`src/rtl/tube_pkg.sv`:
```
// Shared types for the tube scroller: grid geometry, column type and speed select.
package tube_pkg;

  localparam int GRID_W = 16;
  localparam int GRID_H = 16;

  typedef logic [GRID_H-1:0] column_t;

  typedef enum logic [1:0] {SPD_NORM, SPD_FAST, SPD_IMP} speed_e;

  // sw1 outranks sw2
  function automatic speed_e speed_sel(input logic sw1, input logic sw2);
    if (sw1)      return SPD_FAST;
    else if (sw2) return SPD_IMP;
    else          return SPD_NORM;
  endfunction

endpackage

```
`src/rtl/tube_tick_div.sv`:
```
// Scroll-step divider: counts run cycles and fires step once per period.
// Changing period mid-count keeps cnt, so an overshoot steps on the next run cycle.
module tube_tick_div (
  input  logic        clk,
  input  logic        reset,
  input  logic        run,
  input  logic        clear,
  input  logic [31:0] period,
  output logic        step
);

  logic [31:0] cnt_q, cnt_d;

  always_comb begin
    cnt_d = cnt_q;
    step  = 1'b0;
    if (reset) begin
      cnt_d = '0;
    end else if (clear) begin
      cnt_d = '0;
    end else if (run) begin
      if (cnt_q >= period - 32'd1) begin
        step  = 1'b1;
        cnt_d = '0;
      end else begin
        cnt_d = cnt_q + 32'd1;
      end
    end
  end

  always_ff @(posedge clk) begin
    if (reset) cnt_q <= '0;
    else       cnt_q <= cnt_d;
  end

endmodule

```
`src/rtl/tube_scroller.sv`:
```
// Scrolling tube grid: shifts a new column in at column 0 each step.
// Define TUBE_SCROLLER_SCORE_EN to count tubes passing the bird column.
module tube_scroller
  import tube_pkg::*;
#(
  parameter int unsigned TICK_NORM = 25_000_000,
  parameter int unsigned TICK_FAST = 12_500_000,
  parameter int unsigned TICK_IMP  = 6_250_000,
  parameter int          BIRD_COL  = 12
) (
  input  logic         clk,
  input  logic         reset,
  input  logic         run,
  input  logic         clear,
  input  logic         sw1,
  input  logic         sw2,
  input  logic [15:0]  col_in,
  output logic [255:0] field_o,
  output logic [15:0]  line_o,
  output logic         tick_o,
  output logic [7:0]   score_o
);

  if (BIRD_COL < 0 || BIRD_COL > GRID_W - 2) begin : g_bad_bird
    $error("BIRD_COL must lie in 0..14");
  end

  logic [31:0] period;
  logic        step;

  always_comb begin
    period = TICK_NORM;
    case (speed_sel(sw1, sw2))
      SPD_FAST: period = TICK_FAST;
      SPD_IMP:  period = TICK_IMP;
      default:  period = TICK_NORM;
    endcase
  end

  tube_tick_div u_div (
    .clk    (clk),
    .reset  (reset),
    .run    (run),
    .clear  (clear),
    .period (period),
    .step   (step)
  );

  column_t [GRID_W-1:0] grid_q, grid_d;
  logic                 tick_q, tick_d;

  // step is already low under reset/clear/!run, so clear needs no extra gating
  always_comb begin
    grid_d = grid_q;
    tick_d = step;
    if (clear)     grid_d = '0;
    else if (step) grid_d = {grid_q[GRID_W-2:0], column_t'(col_in)};
  end

  always_ff @(posedge clk) begin
    if (reset) begin
      grid_q <= '0;
      tick_q <= 1'b0;
    end else begin
      grid_q <= grid_d;
      tick_q <= tick_d;
    end
  end

  assign field_o = grid_q;
  assign tick_o  = tick_q;

  always_comb begin
    line_o = '0;
    for (int i = 0; i < GRID_W; i++) line_o[i] = grid_q[i][GRID_H-1];
  end

`ifdef TUBE_SCROLLER_SCORE_EN
  logic [7:0] score_q, score_d;

  // leading edge of a tube at the bird column scores once regardless of width
  always_comb begin
    score_d = score_q;
    if (step && grid_q[BIRD_COL] != '0 && grid_q[BIRD_COL+1] == '0 &&
        score_q != 8'hFF)
      score_d = score_q + 8'd1;
  end

  always_ff @(posedge clk) begin
    if (reset) score_q <= '0;
    else       score_q <= score_d;
  end

  assign score_o = score_q;
`else
  assign score_o = '0;
`endif

endmodule

```
`config.mk`:
```
export PLATFORM = sky130hd
export DESIGN_NAME = tube_scroller
export DESIGN_NICKNAME = d
export VERILOG_FILES = /design/src/rtl/tube_pkg.sv /design/src/rtl/tube_tick_div.sv /design/src/rtl/tube_scroller.sv
export SDC_FILE = /design/constraint.sdc
export NUM_CORES = 1
export LEC_CHECK = 0
export ABC_AREA = 1
export BUFFER_PORTS_ARGS = -buffer_cell sky130_fd_sc_hd__buf_2
export CORE_ASPECT_RATIO = 0.8
export CORE_MARGIN = 4
export CORE_UTILIZATION = 30
export DETAILED_ROUTE_END_ITERATION = 8
export PLACE_DENSITY_LB_ADDON = 0.3
export SYNTH_ARGS = -nofsm -noshare
export SYNTH_HDL_FRONTEND = slang
export SYNTH_SLANG_ARGS = --single-unit
```
`constraint.sdc`:
```
create_clock -name clk -period 2.1 [get_ports clk]
set_input_delay 0.105 -clock clk [delete_from_list [all_inputs] [get_ports clk]]
set_output_delay 0.105 -clock clk [all_outputs]
set_load 0.05 [all_outputs]
```
==> flow_results.xml <==
<?xml version="1.0" encoding="UTF-8"?>
<metrics>
  <group name="timing">
    <metric name="final-hold-violation-count" unit="">0</metric>
    <metric name="clock.fmax" unit="MHz">486</metric>
    <metric name="timing.final.ws_setup" unit="ps">40.8</metric>
    <metric name="finClkSkew" unit="ps">21.2</metric>
    <metric name="worst-slew-pin-transition" unit="ps">645</metric>
    <metric name="slew_violations" unit="">0</metric>
    <metric name="grt_setup_unrepaired" unit="">true</metric>
    <metric name="fin_crit_sh" unit="">0.981</metric>
    <metric name="finalWorstPathRequiredPeriod" unit="ps">2060</metric>
    <metric name="timing.max_slew.rel_slack" unit="">0.570</metric>
    <metric name="setup_viol_count_final" unit="">0</metric>
  </group>
  <group name="critical_path">
    <metric name="cp_slowest_stage_delay" unit="ps">340</metric>
    <metric name="cp_data_arrival_time" unit="ps">2520</metric>
    <metric name="cp_data_required_time" unit="ps">2560</metric>
    <metric name="critical-path-top-delay-family" unit="">simple AND/OR/NAND/NOR gates</metric>
    <metric name="crit_fanout" unit="">8</metric>
    <metric name="critical_path_buf_inv_count" unit="">2</metric>
    <metric name="crit_slowest_cell" unit="">dfxtp_2</metric>
    <metric name="worst-r2r-cell-count" unit="">12</metric>
    <metric name="path_class" unit="">reg -&gt; reg</metric>
    <metric name="crit_path_start_kind" unit="">flip-flop</metric>
    <metric name="worstPathCellList" unit="">ha_4, nand2_1, nor2_2, nand4_1, nor2_2, nand2_4, nand2_8, buf_12, nand2_8, clkbuf_16, nand3_1, nand2_1</metric>
    <metric name="critPathCaptureType" unit="">flip-flop</metric>
    <metric name="cp.depth" unit="">12</metric>
    <metric name="reg2reg_slack" unit="ps">40</metric>
  </group>
  <group name="grt">
    <metric name="via_count_of_the_first_global_routing_pass" unit="">10200</metric>
    <metric name="global_route_wire_length_before_repair" unit="µm">56400</metric>
    <metric name="global_route.usage.total" unit="">0.165</metric>
    <metric name="global_route.overflow_total" unit="">0</metric>
    <metric name="grt_max_degree" unit="">117</metric>
    <metric name="antenna_violations_before_repair" unit="">0</metric>
  </group>
  <group name="synthesis">
    <metric name="yosys.area_share.simple" unit="">0.373</metric>
    <metric name="ys_top_cells_by_count" unit="">535 x nand3_1, 323 x nand2_1, 289 x dfxtp_1</metric>
    <metric name="yosys_warnings" unit="">0</metric>
    <metric name="syn_inst" unit="">1452</metric>
    <metric name="yosys.area.top_type_share" unit="">0.505</metric>
    <metric name="yosys_register_bits" unit="">289</metric>
    <metric name="average_size_of_a_mapped_cell" unit="µm²">7.89</metric>
    <metric name="yosys.area_share.adder" unit="">0.0175</metric>
    <metric name="seq_area_frac_synth" unit="">0.505</metric>
    <metric name="number_of_distinct_library_cells_after_synthesis" unit="">30</metric>
    <metric name="synth_edf_count" unit="">0</metric>
    <metric name="yosys-mux-area-fraction" unit="">0</metric>
    <metric name="syn-cell-area" unit="µm²">11500</metric>
    <metric name="compound_cell_area_share_of_the_yosys_netlist" unit="">0.00655</metric>
    <metric name="largest_family_of_logic_cells_by_synthesized_area" unit="">simple AND/OR/NAND/NOR gates</metric>
    <metric name="xor_xnor_cell_area_share_of_the_yosys_netlist" unit="">0.0115</metric>
    <metric name="netlist.top_cell.by_area" unit="">dfxtp_1</metric>
    <metric name="synth_flop_cell" unit="">dfxtp_1</metric>
    <metric name="async_flop_share" unit="">0</metric>
    <metric name="synth.top_cells.by_area" unit="">dfxtp_1 50%, nand3_1 23%, nand2_1 11%</metric>
    <metric name="yosys.cell_count.top_type" unit="">nand3_1</metric>
  </group>
  <group name="drt">
    <metric name="detail_route.drc_violations" unit="">0</metric>
    <metric name="detail_route.vias_per_cell" unit="">4.91</metric>
    <metric name="route.vias.total" unit="">11100</metric>
    <metric name="drt_pass1_iterations" unit="">5</metric>
    <metric name="totalWireLength" unit="µm">40400</metric>
    <metric name="drtAntennaViolNets" unit="">0</metric>
    <metric name="first_iter_violations" unit="">769</metric>
    <metric name="route.detailed.wl_per_inst" unit="µm">17.8</metric>
  </group>
  <group name="power_and_ir_drop">
    <metric name="vdd_ir_drop_max" unit="V">0.000564</metric>
    <metric name="power_switching_share" unit="">0.222</metric>
    <metric name="combPwrFrac" unit="">0.030</metric>
    <metric name="p_seq_frac" unit="">0.489</metric>
    <metric name="power_switching" unit="mW">2.48</metric>
    <metric name="power_frac_clock" unit="">0.481</metric>
    <metric name="leakage" unit="nW">7.94</metric>
    <metric name="power.density" unit="nW/µm²">719</metric>
    <metric name="power.internal" unit="mW">8.72</metric>
  </group>
  <group name="clock_network">
    <metric name="cts_sinks" unit="">289</metric>
    <metric name="htree_levels" unit="">1</metric>
    <metric name="cts_inserted_buffers" unit="">31</metric>
    <metric name="clkLatencyLatePin" unit="ps">570</metric>
    <metric name="cts-root-buf" unit="">clkbuf_16</metric>
    <metric name="clock_edge_transition_at_the_registers_on_the_reported_setup_and_hold_paths" unit="ps">60</metric>
    <metric name="clock_tree_from_tritoncts" unit="">yes</metric>
    <metric name="cts_max_path_buffers" unit="">3</metric>
  </group>
  <group name="status">
    <metric name="run_status" unit="">finished, final reports clean</metric>
  </group>
  <group name="floorplan">
    <metric name="initial_utilization" unit="">0.307</metric>
    <metric name="die_height" unit="µm">183</metric>
    <metric name="floorplan.die_area" unit="µm²">41400</metric>
    <metric name="row_count" unit="">63</metric>
    <metric name="core_area" unit="µm²">37400</metric>
    <metric name="floorplan.die.width" unit="µm">227</metric>
    <metric name="io_pins" unit="">303</metric>
  </group>
  <group name="placed_design">
    <metric name="buffer_ports.inserted" unit="">294</metric>
    <metric name="dpl.cell_count" unit="">2154</metric>
    <metric name="gpl.final_weighted_congestion" unit="">0.837</metric>
    <metric name="detailedPlacementHpwl" unit="µm">25000</metric>
    <metric name="preCtsSetupSlack" unit="ps">-132</metric>
  </group>
  <group name="job">
    <metric name="maxCapViolations" unit="">0</metric>
  </group>
  <group name="finish">
    <metric name="layout_overhead_on_the_synthesized_area" unit="%">36.0</metric>
    <metric name="drive_above_1_share" unit="">0.279</metric>
    <metric name="ant_diodes" unit="">0</metric>
    <metric name="final_net_count" unit="">1794</metric>
    <metric name="layout.cells.non_filler" unit="">2264</metric>
    <metric name="fillCellCount" unit="">3806</metric>
  </group>
  <group name="min_path">
    <metric name="whs_path_depth" unit="">5</metric>
    <metric name="timing.hold.worst.class" unit="">in -&gt; reg</metric>
  </group>
</metrics>
[cell families after synthesis]
logic type,after synthesis
AOI/OAI and AO/OA,14
xor gates and xnor gates,15
adders and majority gates,16
buffers and inverters,178
DFF,289
other,2
and+or+nand+nor,938
[cell type report]
type | count | area (µm²) | area share
inverter | 38 | 143 | 0.00915
sequential | 289 | 5800 | 0.372
multi-input combinational | 997 | 5080 | 0.326
clock buffer | 50 | 977 | 0.0627
tap | 487 | 609 | 0.0391
clock inverter | 4 | 31.3 | 0.00201
timing repair buffer | 399 | 2960 | 0.190
[sequential cells by signal, indices dropped and copies added (netlist names)]
signal,flops
tick_o,1
field_o,256
u_div.cnt_q,32
[final timing paths]
path | startpoint | end
min | reset | field_o[24]$_SDFFE_PP0P_
min reg2reg | u_div.cnt_q[30]$_SDFFE_PP0P_ | u_div.cnt_q[30]$_SDFFE_PP0P_
max reg2reg | u_div.cnt_q[21]$_SDFFE_PP0P_ | field_o[157]$_SDFFE_PP0P_
max | u_div.cnt_q[21]$_SDFFE_PP0P_ | field_o[157]$_SDFFE_PP0P_
[worst reg2reg max path: stages, from the launching register on]
cell and delay [ps]:
dfxtp_2 340, ha_4 250, nand2_1 50, nor2_2 140
nand4_1 160, nor2_2 160, nand2_4 90, nand2_8 120
buf_12 150, nand2_8 120, clkbuf_16 220, nand3_1 70
nand2_1 70
[per-stage QoR]
stage | hold WS (ps) | TNS (ps) | util | total power [mW] | cell area, µm²
6_report | 69.6 | 0 | 0.417 | 11.2 | 15600
5_1_grt | 62.7 | -912 | 0.417 | 11.6 | 15600
2_1_floorplan | 243 | 0 | - | 5.80 | 11500
3_3_place_gp | 327 | -13670 | 0.359 | 5.89 | 13400
3_5_place_dp | 331 | -20640 | 0.359 | 5.89 | 13400
4_1_cts | 47.1 | 0 | 0.391 | 11.3 | 14600
[placed cells by master (no fill, tap or decap), types with 12 or more instances in the layout]
cell type	count
inv_1	35
buf_2	294
buf_12	18
nand3_1	527
nor2_1	46
buf_4	37
dlygate4sd3_1	17
clkbuf_8	13
dfxtp_1	279
buf_6	12
nand2_1	317
clkbuf_16	46
[metal layers]
| layer | global-route usage | vias up | part of all wire |
|---|---|---|---|
| met4 | 0.0370 | 0 | 0.021 |
| met2 | 0.263 | 332 | 0.45 |
| li1 | - | 5470 | - |
| met5 | 0 | - | 0 |
| met3 | 0.0502 | 52 | 0.074 |
| met1 | 0.223 | 5268 | 0.45 |
[repair_timing]
action                     4_1_cts  5_1_grt
hold buffers                    17        0
pin swaps                        0       24
gates cloned                     0       26
hold endpoints to repair        23        0
setup buffers                    0       13
setup endpoints to repair       29      270
resized for setup                4       66
[power groups by stage]
stage	clock network [mW]	registers [mW]	logic [mW]
after floorplan	0	5.61	0.194
after global placement	0	5.61	0.280
after detailed placement	0	5.61	0.283
after CTS	5.52	5.48	0.308
after global routing	5.74	5.48	0.363
final	5.39	5.48	0.336
No activity file was read; power rests on OpenSTA's default activity.
